File: config.mk
export PLATFORM = sky130hd
export DESIGN_NAME = health_manager
export DESIGN_NICKNAME = d
export VERILOG_FILES = /design/src/rtl/health_manager_pkg.sv /design/src/rtl/health_manager_channel.sv /design/src/rtl/health_manager.sv
export SDC_FILE = /design/constraint.sdc
export NUM_CORES = 1
export LEC_CHECK = 0
export CAP_MARGIN = 20
export CORE_ASPECT_RATIO = 0.5
export CORE_UTILIZATION = 35
export DETAILED_ROUTE_END_ITERATION = 16
export PLACE_DENSITY = 0.61
export REMOVE_ABC_BUFFERS = 1
export SLEW_MARGIN = 5
export SYNTH_ARGS = -nofsm -noshare
export SYNTH_HDL_FRONTEND = slang
export SYNTH_SLANG_ARGS = --single-unit
File: constraint.sdc
create_clock -name clk -period 2 [get_ports clk]
set_clock_uncertainty 0.2 [all_clocks]
set_input_delay 0.2 -clock clk [delete_from_list [all_inputs] [get_ports clk]]
set_output_delay 0.2 -clock clk [all_outputs]
set_load 0.01 [all_outputs]
File: src/rtl/health_manager_pkg.sv
// health_manager shared types: health width, FSM encoding, default parameters.
// Optional build macro HM_BLOCK_EN enables damage reduction while blocking.
package health_manager_pkg;

    localparam int HEALTH_W          = 5;
    localparam int MAX_HEALTH_DEF    = 20;
    localparam int IFRAME_TICKS_DEF  = 30;
    localparam int KO_HOLD_TICKS_DEF = 120;

    typedef logic [HEALTH_W-1:0] health_t;

    typedef enum logic [1:0] {
        FIGHT    = 2'd0,
        KO_DRAIN = 2'd1,
        KO_HOLD  = 2'd2,
        OVER     = 2'd3
    } hm_state_e;

    // Halved damage, but a nonzero hit never rounds down to nothing.
    function automatic health_t blocked_dmg(health_t dmg);
        health_t half;
        half = dmg >> 1;
        if (dmg != '0 && half == '0) begin
            half = health_t'(1);
        end
        return half;
    endfunction

    function automatic health_t sat_sub(health_t h, health_t d);
        return (h > d) ? health_t'(h - d) : '0;
    endfunction

endpackage

File: src/rtl/health_manager_channel.sv
// health_channel: one player's health register, i-frame counter, block scaling.
// Block scaling exists only when HM_BLOCK_EN is defined.
module health_channel
    import health_manager_pkg::*;
#(
    parameter int MAX_HEALTH   = MAX_HEALTH_DEF,
    parameter int IFRAME_TICKS = IFRAME_TICKS_DEF
) (
    input  logic    clk,
    input  logic    reset,
    input  logic    frame_tick_i,
    input  logic    fight_i,
    input  logic    restart_i,
    input  logic    hit_valid_i,
    input  health_t hit_dmg_i,
    input  logic    block_i,
    output logic    hit_ready_o,
    output health_t health_o
);

    localparam int IW = (IFRAME_TICKS < 1) ? 1 : $clog2(IFRAME_TICKS + 1);
    localparam logic [IW-1:0] IFRAME_LD = IW'(IFRAME_TICKS);

    health_t         health_q, health_d;
    logic [IW-1:0]   iframe_q, iframe_d;
    health_t         dmg_eff;
    logic            accept;

`ifdef HM_BLOCK_EN
    assign dmg_eff = block_i ? blocked_dmg(hit_dmg_i) : hit_dmg_i;
`else
    logic unused_block;
    assign unused_block = block_i;
    assign dmg_eff      = hit_dmg_i;
`endif

    assign hit_ready_o = fight_i && (iframe_q == '0);
    // A round restart in the same cycle discards the hit.
    assign accept      = hit_valid_i && hit_ready_o && !restart_i;
    assign health_o    = health_q;

    always_comb begin
        health_d = health_q;
        iframe_d = iframe_q;
        if (restart_i) begin
            health_d = health_t'(MAX_HEALTH);
            iframe_d = '0;
        end else if (accept) begin
            health_d = sat_sub(health_q, dmg_eff);
            if (dmg_eff != '0) begin
                iframe_d = IFRAME_LD;
            end
        end else if (frame_tick_i && iframe_q != '0) begin
            iframe_d = iframe_q - IW'(1);
        end
    end

    always_ff @(posedge clk) begin
        if (reset) begin
            health_q <= health_t'(MAX_HEALTH);
            iframe_q <= '0;
        end else begin
            health_q <= health_d;
            iframe_q <= iframe_d;
        end
    end

endmodule

File: src/rtl/health_manager.sv
// health_manager: two health channels plus the round FSM (KO drain, hold, over).
// HM_BLOCK_EN (optional) enables blocked-damage halving in the channels.
module health_manager
    import health_manager_pkg::*;
#(
    parameter int MAX_HEALTH    = MAX_HEALTH_DEF,
    parameter int IFRAME_TICKS  = IFRAME_TICKS_DEF,
    parameter int KO_HOLD_TICKS = KO_HOLD_TICKS_DEF
) (
    input  logic                clk,
    input  logic                reset,
    input  logic                frame_tick,
    input  logic                hit_valid_l,
    input  logic                hit_valid_r,
    input  logic [HEALTH_W-1:0] hit_dmg_l,
    input  logic [HEALTH_W-1:0] hit_dmg_r,
    output logic                hit_ready_l,
    output logic                hit_ready_r,
    input  logic                block_l,
    input  logic                block_r,
    input  logic                round_start,
    input  logic [HEALTH_W-1:0] final_health_l,
    input  logic [HEALTH_W-1:0] final_health_r,
    output logic [HEALTH_W-1:0] curr_health_l,
    output logic [HEALTH_W-1:0] curr_health_r,
    output logic                ko_l,
    output logic                ko_r,
    output logic                round_over
);

    localparam int KW = (KO_HOLD_TICKS < 1) ? 1 : $clog2(KO_HOLD_TICKS + 1);
    localparam logic [KW-1:0] HOLD_LD = KW'(KO_HOLD_TICKS);

    hm_state_e     state_q;
    logic [KW-1:0] hold_q;
    logic          ko_l_q, ko_r_q, round_over_q;
    logic          fight, dead_l, dead_r, drained;

    assign fight = (state_q == FIGHT);

    health_channel #(
        .MAX_HEALTH   (MAX_HEALTH),
        .IFRAME_TICKS (IFRAME_TICKS)
    ) u_chan_l (
        .clk          (clk),
        .reset        (reset),
        .frame_tick_i (frame_tick),
        .fight_i      (fight),
        .restart_i    (round_start),
        .hit_valid_i  (hit_valid_l),
        .hit_dmg_i    (hit_dmg_l),
        .block_i      (block_l),
        .hit_ready_o  (hit_ready_l),
        .health_o     (curr_health_l)
    );

    health_channel #(
        .MAX_HEALTH   (MAX_HEALTH),
        .IFRAME_TICKS (IFRAME_TICKS)
    ) u_chan_r (
        .clk          (clk),
        .reset        (reset),
        .frame_tick_i (frame_tick),
        .fight_i      (fight),
        .restart_i    (round_start),
        .hit_valid_i  (hit_valid_r),
        .hit_dmg_i    (hit_dmg_r),
        .block_i      (block_r),
        .hit_ready_o  (hit_ready_r),
        .health_o     (curr_health_r)
    );

    assign dead_l  = (curr_health_l == '0);
    assign dead_r  = (curr_health_r == '0);
    // Only knocked-out players need their status bar to finish draining.
    assign drained = (!dead_l || final_health_l == '0) &&
                     (!dead_r || final_health_r == '0);

    always_ff @(posedge clk) begin
        if (reset || round_start) begin
            state_q      <= FIGHT;
            hold_q       <= '0;
            ko_l_q       <= 1'b0;
            ko_r_q       <= 1'b0;
            round_over_q <= 1'b0;
        end else begin
            unique case (state_q)
                FIGHT: begin
                    if (dead_l || dead_r) begin
                        state_q <= KO_DRAIN;
                        ko_l_q  <= dead_l;
                        ko_r_q  <= dead_r;
                    end
                end
                KO_DRAIN: begin
                    ko_l_q <= ko_l_q | dead_l;
                    ko_r_q <= ko_r_q | dead_r;
                    if (drained) begin
                        state_q <= KO_HOLD;
                        hold_q  <= HOLD_LD;
                    end
                end
                KO_HOLD: begin
                    if (hold_q == '0) begin
                        state_q      <= OVER;
                        round_over_q <= 1'b1;
                    end else if (frame_tick) begin
                        hold_q <= hold_q - KW'(1);
                    end
                end
                OVER: begin
                    round_over_q <= 1'b1;
                end
                default: begin
                    state_q <= FIGHT;
                end
            endcase
        end
    end

    assign ko_l       = ko_l_q;
    assign ko_r       = ko_r_q;
    assign round_over = round_over_q;

endmodule

== Word level (Yosys, flattened, before mapping) ==
Cells that the tools add are included.

* Output and inout port bits: 15
* Bits of input ports: 28
* Logic and storage cells: 91
* Bits in registers: 32

* Magnitude comparators: 2
* Mux-type cells: 22
* Reduce and logical (&&, ||, !) cells: 41
* Equal/unequal tests: 10
* Bitwise logic cells: 2
* $add $sub $neg: 5

{| class="wikitable"
|+ Operators with widths
! kind !! count
|-
| 2-to-1 mux 5 bit || 8
|-
| zero test 5 bit || 6
|-
| 2-to-1 mux 7 bit || 3
|-
| nonzero test 5 bit || 4
|-
| inequality test 2 bit, second input constant || 7
|-
| case mux 7 bit (2 select lines) || 1
|-
| greater-than comparator 5 bit || 2
|-
| nonzero test 2 bit || 5
|-
| subtractor 5 x 1 -> 5 bit, second input constant || 2
|-
| subtractor 5 bit || 2
|-
| logical AND 1 bit || 9
|-
| AND reduction 2 bit || 4
|-
| AND reduction 4 bit || 2
|-
| zero test 7 bit || 1
|-
| subtractor 7 x 1 -> 7 bit, second input constant || 1
|-
| 2-to-1 mux 2 bit || 3
|-
| case mux 1 bit (2 select lines) || 3
|-
| case mux 2 bit (3 select lines) || 1
|-
| equality test 2 bit, second input constant || 2
|-
| logical OR 1 bit || 4
|-
| zero test 1 bit || 3
|-
| 2-to-1 mux 1 bit || 3
|-
| nonzero test 3 bit || 1
|-
| equality test 2 x 1 -> 1 bit, second input constant || 1
|-
| 3 further kinds || 4
|}

== Logic depth before layout (Yosys ltp) ==
Gate-level depths: netlist of the first run.

* Depth after elaboration: 6
* Gate-level depth with buffers: 8
* Depth with buffers taken out: 8

== Cells and area by module ==
Synthesis of the first run repeated with hierarchy kept, for this count alone.

* Cell total of the unflattened synthesis: 259
* Area, all modules: 2287.2 µm²

{| class="wikitable"
|+ Modules (own cells, without submodules)
! module !! seq. area each (µm²) !! cells an instance !! area each (µm²) !! times used
|-
| health_manager || 240.2 || 106 || 869.6 || 1
|-
| health_channel (u_chan_r) || 200.2 || 81 || 728.2 || 1
|-
| health_channel (u_chan_l) || 200.2 || 72 || 689.4 || 1
|}

== Worst setup path after synthesis of the first run ==
OpenSTA, ideal clock, no wires.

* Path type: register to register
* From: register state_q[0]
* To: register hold_q[4]
* Setup slack: -0.036 ns
* Cell stages (with the launch flop): 9
* Buffers on the path: 1
* Arrival time: 1.720 ns
* Data required time: 1.684 ns
* Library setup time: 0.116 ns
* Period minus slack after synthesis: 2.036 ns
* Cell sequence: dfxtp_1 inv_1 ha_1 clkbuf_2 nand2_1 a21o_1 a41o_1 or4_1 o211a_1

* Longest elaborated chain between the ends: 3
* Elaborated cells between the ends (all ways): 8
* Classes of those cells: eq/ne: 5; mux: 1; reduce/logical: 2

{| class="wikitable"
|+ Ends and longest elaborated chain
! what !! RTL line !! RTL
|-
| from (decl) || health_manager.sv:34 || <nowiki>hm_state_e state_q;</nowiki>
|-
| from (signal assigned) || health_manager.sv:81 || <nowiki>state_q <= FIGHT;</nowiki>
|-
| from (signal assigned) || health_manager.sv:90 || <nowiki>state_q <= KO_DRAIN;</nowiki>
|-
| from (signal assigned) || health_manager.sv:99 || <nowiki>state_q <= KO_HOLD;</nowiki>
|-
| equality test 2 bit / equality test 2 x 1 -> 1 bit (equally long branches) || health_manager.sv:87 || <nowiki>unique case (state_q)</nowiki>
|-
| inequality test 2 bit (no source line) / nonzero test 2 bit (equally long branches) || -- ||
|-
| AND reduction 4 bit (no source line) || -- ||
|-
| to (signal assigned) || health_manager.sv:108 || <nowiki>hold_q <= hold_q - KW'(1);</nowiki>
|-
| to (decl) || health_manager.sv:35 || <nowiki>logic [KW-1:0] hold_q;</nowiki>
|}

Several ways; a longest one is shown, not always the timed one.
A chain may end at the register's enable or synchronous reset.

== Final worst setup path of the first run ==
* From: input port final_health_l[2]
* To: register hold_q[4]

* Longest elaborated chain between the ends: 5

{| class="wikitable"
|+ Ends and longest elaborated chain
! what !! RTL line !! RTL
|-
| from (decl) || health_manager.sv:22 || <nowiki>input logic [HEALTH_W-1:0] final_health_l,</nowiki>
|-
| zero test 5 bit || health_manager.sv:76 || <nowiki>assign drained = (!dead_l || final_health_l == '0) &&</nowiki>
|-
| logical OR 1 bit || health_manager.sv:76 ||
|-
| logical AND 1 bit || health_manager.sv:76 ||
|-
| inequality test 2 bit (no source line) || -- ||
|-
| AND reduction 4 bit (no source line) || -- ||
|}

Every way passes these cells.

==> out/results.ini, run 1 <==
[synthesis]
yosys.area.top_type = dfxtp_1
mappedNetlistArea_um2 = 2151
seq_area_frac_synth_pct = 29.78
yosys.cell_count.top_type = dfxtp_1
postSynthRegisterBits = 32
yosys-top-cells-area = dfxtp_1 (30%), ha_1 (11%), inv_1 (4.7%), nor2_1 (3.8%), a21oi_1 (3.7%)
synth.top_cell.area_share_pct = 29.78
yosys_warnings = 0
syn_avg_cell_area_um2 = 8.501
synth-async-reset-ratio_pct = 0
cell_count_after_synthesis = 253
library_cells_used_by_synthesis = 62
most_used_flip_flop_cell_after_synthesis = dfxtp_1
number_of_flops_mapped_to_enable_cells_by_yosys = 0
post_synth_most_frequent_cells = dfxtp_1 (32), inv_1 (27), nor2_1 (22)

[global_route]
grtUsageMet1_pct = 26.27
grt_busiest_layer = met2
grt_pass1_vias = 2281
globalRoute.totalOverflow = 0
global_route.usage.met2_pct = 35.10
grt_usage_pct = 20.35
grt_pass1_wl_mm = 10.27
grt.met3_usage_pct = 3.932
maximum_number_of_pins_on_one_net_before_global_route_repair = 17
antenna_found_initial = 0

[place]
detailed_place_hpwl_mm = 4.662
io_buffer_count = 40
dp_slack_ps = -453.0
dpl.cell_count = 409
gp_congestion = 0.9060

[setup_path]
timing.reg2reg.worst_path_depth = 7
critPathCapture = hold_q[4]$_SDFFE_PP0P_
crit_path_max_incr_delay_ps = 540
critical-path-slowest-cell = or4_1
critPathBufInv = 1
critical_path.reg2reg.endpoint = hold_q[4]$_SDFFE_PP0P_
cp-start-kind = primary input
critical_path.cell_chain = clkdlybuf4s50_1, or4_4, nor2_4, nor3_4, or4_1, o211a_1
timing.critical_path.depth = 6
critPathLaunch = final_health_l[2]
critical_path_class = primary input to flop
worst_ep_arrival_time_ps = 2030
worstReg2RegStart = hold_q[0]$_SDFFE_PP0P_
worstPathRequired_ps = 1980
end_kind = flop
ff2ff_setup_slack_ps = -40
critical-path-top-delay-family = simple AND/OR/NAND/NOR gates
timing.critical_path.fanout_max = 3

[timing]
final-max-slew-violation-count = 0
min_period_ps = 2050
worst_pin_slew_ps = 480.4
setup_violations = 1
fmax_ghz = 0.4879
setup_total_negative_slack_ps = -49.56
headroom_to_the_max_slew_limit_pct = 67.85
timing.final.crit_share_pct = 102.5
grt_setup_unrepaired = true
timing.final.hold_violations = 0
post-route-worst-setup-slack_ps = -49.56

[drt]
drc = 0
detail_route.vias_per_cell = 5.252
dr_total_vias = 2253
detail_route.wirelength_mm = 6.408
drt_pre_antenna_iters = 6
route.detailed.wl_per_inst_um = 14.94
antenna_violating_nets_post_route = 0
starting_drc_count_in_detailed_routing = 81

[clock_network]
tritoncts = done
cts.sinks = 32
clock-root-buffer = clkbuf_16
ctsLongestPathBuffers = 2
tritoncts.num_buffers = 5
clk_pin_slew_worst_paths_ps = 60
clock_tree.htree_level_count = 2
worst_skew_pair_later_pin_latency_ps = 280

[outcome]
run_status = finished, violations left
failed_checks = setup timing

[layout]
antennaDiodeCount = 0
post_layout_nonfiller_instances = 429
number_of_nets_in_the_layout = 404
syn_to_final_growth_pct = 63.12
utilization_pct = 61.49
post_route_cells_drive_above_1_share_pct = 36.24

[power_and_ir_drop]
worst_voltage_drop_across_the_vdd_grid_uv = 334.3
total_power_mw = 2.131
p_per_area_nw_per_um2 = 607.3
leakagePower_nw = 1.529

[floorplan]
initial_core_util_pct = 37.70
io_pins = 43
core-area_um2 = 5705
die-height_um = 57.43
fp.dieW_um = 112.9
die-area_um2 = 6482
std_cell_rows = 19

[min_path]
hold_depth = 4
hp-class = primary input to flop

[flow_run]
maxCapViolCount = 0

-- logic make-up (layout without fill, tap and decap cells) --
group	after synthesis	after routing	share of synthesized area [%]
buf+inv	33	136	5.875
fa+ha+maj	21	21	12.91
xor+xnor	4	4	1.629
mux	4	4	1.862
compound gates	69	69	24.38
flops	32	32	29.78
simple gates	90	90	23.56
-- power by group --
part | internal, mW | switching [mW] | leakage (nW)
sequential | 0.658 | 0.0243 | 0.263
clock | 0.656 | 0.288 | 0.0901
combinational | 0.274 | 0.230 | 1.18
-- routing by layer --
layer | vias up | routed length (µm)
met2 | 43 | 3075
met1 | 1075 | 3055
li1 | 1128 | -
met4 | 0 | 62
met5 | - | 0
met3 | 7 | 214
-- state kept, by name, summed over array words and instances, names as in the netlist, 2 cells and up --
name	cells
hold_q	7
state_q	2
u_chan_l.health_o	5
u_chan_l.iframe_q	5
u_chan_r.health_o	5
u_chan_r.iframe_q	5
-- final cells by class --
type	instances	area (µm²)
well taps	73	91.34
fillers	487	2197
clock buffers	7	152.6
repair buffers	101	867.1
inverters	27	101.3
clock inverters	1	30.03
multi-input cells	188	1613
flip-flops and latches	32	653.1
-- cell usage in the layout (no fill, tap or decap), types with 3 or more instances in the layout --
cell	count
and2_1	3
a21oi_1	11
a21oi_2	5
o21a_1	3
or4_1	5
inv_2	11
and3_1	3
dfxtp_1	24
buf_4	61
ha_1	10
clkdlybuf4s50_1	32
mux2i_1	3
a221o_1	4
nor3_1	8
ha_4	8
o211ai_1	5
dlymetal6s2s_1	5
nand2_1	20
or3_1	3
a21o_1	4
nor2_1	21
o211a_1	3
nand3_1	6
clkbuf_16	5
nor4b_4	3
dfxtp_2	7
inv_1	16
o31ai_1	3
o21bai_1	3
dlygate4sd2_1	3
-- worst register-to-register path: cells and delay by family (launching register included) --
| kind | cells | cell delay (ps) |
|---|---|---|
| AND/OR/NAND/NOR | 2 | 630 |
| AO/OA/AOI/OAI | 3 | 570 |
| flip-flops | 1 | 330 |
| adder cells (fa/ha/maj) | 1 | 150 |
| buffers and inverters | 1 | 50 |
-- worst min-delay path by stage --
stage / startpoint / end / slack, ps
CTS: u_chan_r.health_o[3]$_SDFFE_PP0P_ / u_chan_r.health_o[3]$_SDFFE_PP0P_ / 300
global route: hit_dmg_l[1] / u_chan_l.iframe_q[4]$_SDFFE_PP0P_ / 270
finish: hit_dmg_l[1] / u_chan_l.iframe_q[4]$_SDFFE_PP0P_ / 220
floorplan: reset / state_q[0]$_SDFFE_PP0P_ / 180
global placement: hold_q[6]$_SDFFE_PP0P_ / hold_q[6]$_SDFFE_PP0P_ / 270
detailed placement: hold_q[6]$_SDFFE_PP0P_ / hold_q[6]$_SDFFE_PP0P_ / 280
-- timing repair --
| item | CTS | global route |
|---|---|---|
| buffers inserted | 5 | 7 |
| gates resized for setup | 30 | 41 |
| hold buffers | 0 | 0 |
| setup endpoints to repair | 11 | 28 |
| pin swaps | 12 | 21 |
-- through the flow --
step           instance area (µm²)  hold slack (ps)
6_report                      3508            223.9
5_1_grt                       3508            272.2
3_5_place_dp                  2985            275.6
2_1_floorplan                 2126            182.8
3_3_place_gp                  2985            274.7
4_1_cts                       3293            299.0
Note: power is estimated with default switching activity, not from simulation.
==> inputs of run 2 (changes only) <==
--- a/config.mk
+++ b/config.mk
@@ -9,8 +9,9 @@
 export CORE_ASPECT_RATIO = 0.5
 export CORE_UTILIZATION = 35
 export DETAILED_ROUTE_END_ITERATION = 16
-export PLACE_DENSITY = 0.61
+export PLACE_DENSITY = 0.59
 export REMOVE_ABC_BUFFERS = 1
+export SETUP_SLACK_MARGIN = 0.4
 export SLEW_MARGIN = 5
 export SYNTH_ARGS = -nofsm -noshare
 export SYNTH_HDL_FRONTEND = slang
==> constraint.sdc (replaced) <==
create_clock -name clk -period 2.4 [get_ports clk]
set_clock_uncertainty 0.2 [all_clocks]
set_input_delay 0.24 -clock clk [delete_from_list [all_inputs] [get_ports clk]]
set_output_delay 0.24 -clock clk [all_outputs]
set_load 0.01 [all_outputs]
==> out/results.ini, run 2 (synthesis gave the netlist of run 1 again) <==
[global_route]
grt_usage_pct = 18.81  ; was 20.35%
grt_pass1_wl_mm = 9.432  ; was 10.27 mm
globalRoute.totalOverflow = 0  ; unchanged
maximum_number_of_pins_on_one_net_before_global_route_repair = 16  ; was 17
grt_pass1_vias = 2047  ; was 2,281
antenna_found_initial = 0  ; unchanged

[layout]
largest-register = hold_q  ; unchanged
number_of_nets_in_the_layout = 376  ; was 404
syn_to_final_growth_pct = 51.89  ; was 63.12%
largest_reg_flops = 7  ; unchanged
final.fill_count = 503  ; was 487
post_layout_nonfiller_instances = 401  ; was 429
final_common_cell = buf_4  ; unchanged
most-common-layout-cells = buf_4 (32), clkdlybuf4s50_1 (29), dfxtp_1 (24)  ; was buf_4 (61), clkdlybuf4s50_1 (32), dfxtp_1 (24)
antennaDiodeCount = 0  ; unchanged
utilization_pct = 57.26  ; was 61.49%
post_route_cells_drive_above_1_share_pct = 34.15  ; was 36.24%
seqCellArea_um2 = 658.1  ; was 653.1 µm²
multi_input_comb_area_um2 = 1620  ; was 1613 µm²

[clock_network]
cts_hold_buf = 0  ; unchanged
cts.sinks = 32  ; unchanged
clock-root-buffer = clkbuf_16  ; unchanged
clk_pin_slew_worst_paths_ps = 50  ; was 60 ps
clock_tree.htree_level_count = 2  ; unchanged
ctsLongestPathBuffers = 2  ; unchanged
worst_skew_pair_later_pin_latency_ps = 280  ; about the same
tritoncts.num_buffers = 5  ; unchanged
tritoncts = done  ; unchanged

[place]
io_buffer_count = 40  ; unchanged
dp_slack_ps = -70.38  ; was -453.0 ps
detailed_place_hpwl_mm = 4.051  ; was 4.662 mm
dpl.cell_count = 374  ; was 409
gp_congestion = 0.8668  ; was 0.9060

[timing]
final-max-slew-violation-count = 0  ; unchanged
headroom_to_the_max_slew_limit_pct = 64.31  ; was 67.85%
whs_ps = 287.2  ; was 223.9 ps
fmax_ghz = 0.5043
timing.final.crit_share_pct = 82.62
setup_violations = 0  ; was 1
grt_setup_unrepaired = true  ; unchanged
timing.final.hold_violations = 0  ; unchanged
post-route-worst-setup-slack_ps = 417.1  ; was -49.56 ps
worst_pin_slew_ps = 531.3  ; was 480.4 ps
min_period_ps = 1983

[setup_path]
timing.reg2reg.worst_path_depth = 7  ; unchanged
critical_path.cell_chain = inv_2, ha_4, nor4b_4, a21o_1, a41o_1, or4_1, o211a_1  ; was clkdlybuf4s50_1, or4_4, nor2_4, nor3_4, or4_1, o211a_1
critical_path_class = flop to flop  ; was primary input to flop
crit_path_max_incr_delay_ps = 470  ; was 540 ps
timing.critical_path.fanout_max = 3  ; unchanged
cp-start-kind = flop  ; was primary input
ff2ff_setup_slack_ps = 420  ; was -40 ps
critical_path.reg2reg.endpoint = hold_q[4]$_SDFFE_PP0P_  ; unchanged
critical-path-slowest-cell = or4_1  ; unchanged
critPathLaunch = hold_q[1]$_SDFFE_PP0P_  ; was final_health_l[2]
worstReg2RegStart = hold_q[1]$_SDFFE_PP0P_  ; was hold_q[0]$_SDFFE_PP0P_
end_kind = flop  ; unchanged
worstPathRequired_ps = 2380  ; was 1980 ps
worst_ep_arrival_time_ps = 1960  ; was 2030 ps

[power_and_ir_drop]
power_switching_mw = 0.4421  ; was 0.5429 mW
power.combinational.fraction_pct = 25.3  ; was 23.7%
clockPowerShare_pct = 39.7  ; was 44.3%
sequentialPowerShare_pct = 35.0  ; was 32.0%
p_int_mw = 1.186  ; was 1.588 mW
worst_voltage_drop_across_the_vdd_grid_uv = 251.5  ; was 334.3 µV
leakagePower_nw = 1.362  ; was 1.529 nW
switching_share_pct = 27.16  ; was 25.48%
total_power_mw = 1.628  ; was 2.131 mW
p_per_area_nw_per_um2 = 498.2  ; was 607.3 nW/µm²

[floorplan]
die-area_um2 = 6482  ; unchanged
fp.dieW_um = 112.9  ; unchanged
initial_core_util_pct = 37.70  ; unchanged
io_pins = 43  ; unchanged
std_cell_rows = 19  ; unchanged
die-height_um = 57.43  ; unchanged
core-area_um2 = 5705  ; unchanged

[drt]
detail_route.vias_per_cell = 5.337  ; was 5.252
met2RoutedLength_mm = 2.694  ; was 3.075 mm
highest_layer = met4  ; unchanged
dr_total_vias = 2140  ; was 2,253
detail_route.wirelength_mm = 5.849  ; was 6.408 mm
route.detailed.wl_per_inst_um = 14.59  ; was 14.94 µm
met3_wirelength_um = 280  ; was 214 µm
drt_pre_antenna_iters = 4  ; was 6
drc = 0  ; unchanged
wl_met1_mm = 2.808  ; was 3.055 mm
antenna_violating_nets_post_route = 0  ; unchanged
starting_drc_count_in_detailed_routing = 79  ; was 81

[min_path]
worst_hold_startpoint = hit_dmg_r[2]  ; was hit_dmg_l[1]
hold_depth = 4  ; unchanged
min_to = u_chan_r.iframe_q[4]$_SDFFE_PP0P_  ; was u_chan_l.iframe_q[4]$_SDFFE_PP0P_
hp-class = primary input to flop  ; unchanged

[flow_run]
maxCapViolCount = 0  ; unchanged

[outcome]
run_status = complete, no violations  ; was finished, violations left

[run 2: worst max path at each step]
stage	to	slack, ps	cells after the start
after detailed placement	u_chan_r.health_o[2]$_SDFFE_PP1P_	-70	9
after floorplan	hold_q[4]$_SDFFE_PP0P_	380	7
final	hold_q[4]$_SDFFE_PP0P_	420	7
after CTS	hold_q[4]$_SDFFE_PP0P_	380	7
after global placement	u_chan_r.health_o[2]$_SDFFE_PP1P_	-50	9
after global routing	hold_q[4]$_SDFFE_PP0P_	330	7
[run 2: power groups by stage]
stage	registers, mW	clock network, mW	logic [mW]
2_1_floorplan	0.578	0	0.181
3_3_place_gp	0.579	0	0.318
3_5_place_dp	0.580	0	0.323
4_1_cts	0.568	0.657	0.336
5_1_grt	0.572	0.687	0.449
6_report	0.569	0.647	0.412
[run 2: timing repair]
| action | 4_1_cts | 5_1_grt |
|---|---|---|
| endpoints found under the setup margin | 13 | 24 |
| resized for setup | 32 | 53 |
| setup buffers | 7 | 12 |
| pin swaps | 11 | 21 |
[run 2: metrics by stage]
step | setup TNS (ps) | instance area (µm²)
floorplan | 0 | 2126
global placement | -54.40 | 2723
detailed placement | -80.50 | 2723
CTS | 0 | 2972
global route | 0 | 3267
finish | 0 | 3267
[run 2: final cells by class]
| class | instances | share of cell area, % |
|---|---|---|
| Clock buffer | 6 | 4.251 |
| Clock inverter | 2 | 0.3064 |
| Inverter | 27 | 3.102 |
| Multi-Input combinational cell | 188 | 49.60 |
| Sequential cell | 32 | 20.15 |
| Tap cell | 73 | 2.796 |
| Timing Repair Buffer | 73 | 19.80 |
[run 2: worst max-delay path: cells and delay by family (launching register included)]
kind,cells,cell delay [ps]
fa+ha+maj,1,140
compound gates,3,550
flops,1,330
simple gates,2,600
buf+inv,1,50
[run 2: layer usage]
metal / global-route usage, % / vias to the layer above
li1: - / 1073
met1: 23.94 / 1010
met2: 30.69 / 52
met3: 5.101 / 5
met4: 7.707 / 0
met5: 0 / -
==> inputs of run 3 (changes only) <==
==> constraint.sdc (replaced) <==
create_clock -name clk -period 1.9 [get_ports clk]
set_clock_uncertainty 0.2 [all_clocks]
set_input_delay 0.19 -clock clk [delete_from_list [all_inputs] [get_ports clk]]
set_output_delay 0.19 -clock clk [all_outputs]
set_load 0.01 [all_outputs]
==> out/results.ini, run 3 (synthesis gave the netlist of run 1 again) <==
[outcome]
run_status = finished, violations left  ; was complete, no violations
failed_checks = setup timing

[timing]
timing.final.hold_violations = 0  ; unchanged
grt_setup_unrepaired = true  ; unchanged
final-max-slew-violation-count = 0  ; unchanged
worst_pin_slew_ps = 493.4  ; was 531.3 ps
setup_violations = 9  ; was 0
post-route-worst-setup-slack_ps = -116.5  ; was 417.1 ps
min_period_ps = 2017  ; was 1983 ps
fmax_ghz = 0.4959  ; was 0.5043 GHz
headroom_to_the_max_slew_limit_pct = 66.85  ; was 64.31%
setup_total_negative_slack_ps = -452.6  ; was 0 ps
timing.final.crit_share_pct = 106.1  ; was 82.62%

[global_route]
antenna_found_initial = 0  ; unchanged
globalRoute.totalOverflow = 0  ; unchanged
maximum_number_of_pins_on_one_net_before_global_route_repair = 16  ; unchanged
grt_pass1_wl_mm = 12.61  ; was 9.432 mm
grt_pass1_vias = 2692  ; was 2,047
grt_usage_pct = 24.84  ; was 18.81%

[layout]
post_layout_nonfiller_instances = 469  ; was 401
final_common_cell = buf_4  ; unchanged
utilization_pct = 74.10  ; was 57.26%
largest-register = hold_q  ; unchanged
most-common-layout-cells = buf_4 (70), buf_6 (33), dlygate4sd2_1 (23)  ; was buf_4 (32), clkdlybuf4s50_1 (29), dfxtp_1 (24)
antennaDiodeCount = 0  ; unchanged
post_route_cells_drive_above_1_share_pct = 57.07  ; was 34.15%
number_of_nets_in_the_layout = 445  ; was 376
largest_reg_flops = 7  ; unchanged
syn_to_final_growth_pct = 96.57  ; was 51.89%

[clock_network]
worst_skew_pair_later_pin_latency_ps = 280  ; about the same
tritoncts = done  ; unchanged
clock-root-buffer = clkbuf_16  ; unchanged
ctsLongestPathBuffers = 2  ; unchanged
clock_tree.htree_level_count = 2  ; unchanged
cts.sinks = 32  ; unchanged
clk_pin_slew_worst_paths_ps = 50  ; about the same
cts_hold_buf = 0  ; unchanged
tritoncts.num_buffers = 5  ; unchanged

[min_path]
hold_depth = 2  ; was 4
hp-class = flop to flop  ; was primary input to flop
worst_hold_startpoint = state_q[1]$_SDFFE_PP0P_  ; was hit_dmg_r[2]

[drt]
detail_route.wirelength_mm = 7.785  ; was 5.849 mm
detail_route.vias_per_cell = 5.341  ; was 5.337
highest_layer = met4  ; unchanged
met3_wirelength_um = 321  ; was 280 µm
antenna_violating_nets_post_route = 0  ; unchanged
drc = 0  ; unchanged
wl_met1_mm = 3.349  ; was 2.808 mm
route.detailed.wl_per_inst_um = 16.60  ; was 14.59 µm
drt_pre_antenna_iters = 4  ; unchanged
starting_drc_count_in_detailed_routing = 86  ; was 79
met2RoutedLength_mm = 3.979  ; was 2.694 mm
dr_total_vias = 2505  ; was 2,140

[floorplan]
initial_core_util_pct = 37.70  ; unchanged
fp.dieW_um = 112.9  ; unchanged
die-area_um2 = 6482  ; unchanged
die-height_um = 57.43  ; unchanged
core-area_um2 = 5705  ; unchanged
io_pins = 43  ; unchanged
std_cell_rows = 19  ; unchanged

[setup_path]
cp-start-kind = flop  ; unchanged
critical_path_class = flop to flop  ; unchanged
critPathLaunch = u_chan_r.health_o[0]$_SDFFE_PP0P_  ; was hold_q[1]$_SDFFE_PP0P_
end_kind = flop  ; unchanged
timing.critical_path.depth = 8  ; was 7
critical_path.cell_chain = inv_2, ha_4, inv_2, fa_2, a21o_1, a21oi_2, xnor2_1, a221o_1  ; was inv_2, ha_4, nor4b_4, a21o_1, a41o_1, or4_1, o211a_1
timing.critical_path.fanout_max = 2  ; was 3
worstPathRequired_ps = 1870  ; was 2380 ps
cp_common_cell = inv_2
timing.reg2reg.worst_path_depth = 8  ; was 7
critical-path-slowest-cell = fa_2  ; was or4_1
crit_path_max_incr_delay_ps = 350  ; was 470 ps
critPathBufInv = 2  ; was 1
critical-path-top-delay-family = compound AO/OA/AOI/OAI gates  ; was simple AND/OR/NAND/NOR gates
worst_ep_arrival_time_ps = 1980  ; was 1960 ps
worstReg2RegStart = u_chan_r.health_o[0]$_SDFFE_PP0P_  ; was hold_q[1]$_SDFFE_PP0P_

[power_and_ir_drop]
clockPowerShare_pct = 34.7  ; was 39.7%
p_per_area_nw_per_um2 = 535.3  ; was 498.2 nW/µm²
switching_share_pct = 29.36  ; was 27.16%
power_switching_mw = 0.6646  ; was 0.4421 mW
p_int_mw = 1.599  ; was 1.186 mW
leakagePower_nw = 1.802  ; was 1.362 nW
sequentialPowerShare_pct = 31.8  ; was 35.0%
power.combinational.fraction_pct = 33.5  ; was 25.3%
total_power_mw = 2.263  ; was 1.628 mW
worst_voltage_drop_across_the_vdd_grid_uv = 328.9  ; was 251.5 µV

[place]
detailed_place_hpwl_mm = 4.715  ; was 4.051 mm
gp_congestion = 0.8000  ; was 0.8668
dp_slack_ps = -503.6  ; was -70.38 ps
dpl.cell_count = 427  ; was 374
io_buffer_count = 40  ; unchanged

[flow_run]
maxCapViolCount = 0  ; unchanged

## run 3: worst min-delay path, delay by kind of cell (launching register included)
| family | cells | cell delay, ps |
|---|---|---|
| flip-flops | 1 | 340 |
| multiplexers | 1 | 60 |
| AND/OR/NAND/NOR | 1 | 60 |
## run 3: stage by stage
step           hold slack, ps  instance area [µm²]
6_report                300.3                 4228
5_1_grt                 320.3                 4228
4_1_cts                 300.2                 4048
3_5_place_dp            281.0                 3133
3_3_place_gp            278.1                 3133
2_1_floorplan           172.8                 2126
## run 3: power groups by stage
stage,clock [mW],combinational (mW),sequential [mW]
3_5_place_dp,0,0.493,0.730
6_report,0.786,0.758,0.719
2_1_floorplan,0,0.229,0.730
4_1_cts,0.785,0.655,0.717
5_1_grt,0.810,0.810,0.721
3_3_place_gp,0,0.483,0.729
## run 3: worst paths after layout
check / end / slack [ps]
hold / removal: state_q[1]$_SDFFE_PP0P_ / 300
setup / recovery: u_chan_r.health_o[4]$_SDFFE_PP1P_ / -120
setup reg to reg: u_chan_r.health_o[4]$_SDFFE_PP1P_ / -120
hold reg to reg: state_q[1]$_SDFFE_PP0P_ / 300
## run 3: final cells by class
cell class                      instances  area (µm²)
Clock buffer                            6       128.9
Tap cell                               73       91.34
Multi-Input combinational cell        188        1953
Fill cell                             375        1478
Timing Repair Buffer                  142        1274
Clock inverter                          1       5.005
Inverter                               27       106.4
Sequential cell                        32       669.4
## run 3: repair_timing
item,in CTS,in global routing
gates cloned,0,0
pin swaps,67,31
buffers inserted,24,11
endpoints found under the setup margin,47,35
resized for setup,191,23
hold endpoints to repair,0,0
## run 3: per-layer routing
metal / vias up / global-route usage [%]
met5: - / 0
met4: 0 / 5.827
met3: 15 / 3.826
met2: 61 / 46.91
met1: 1213 / 30.18
li1: 1216 / -
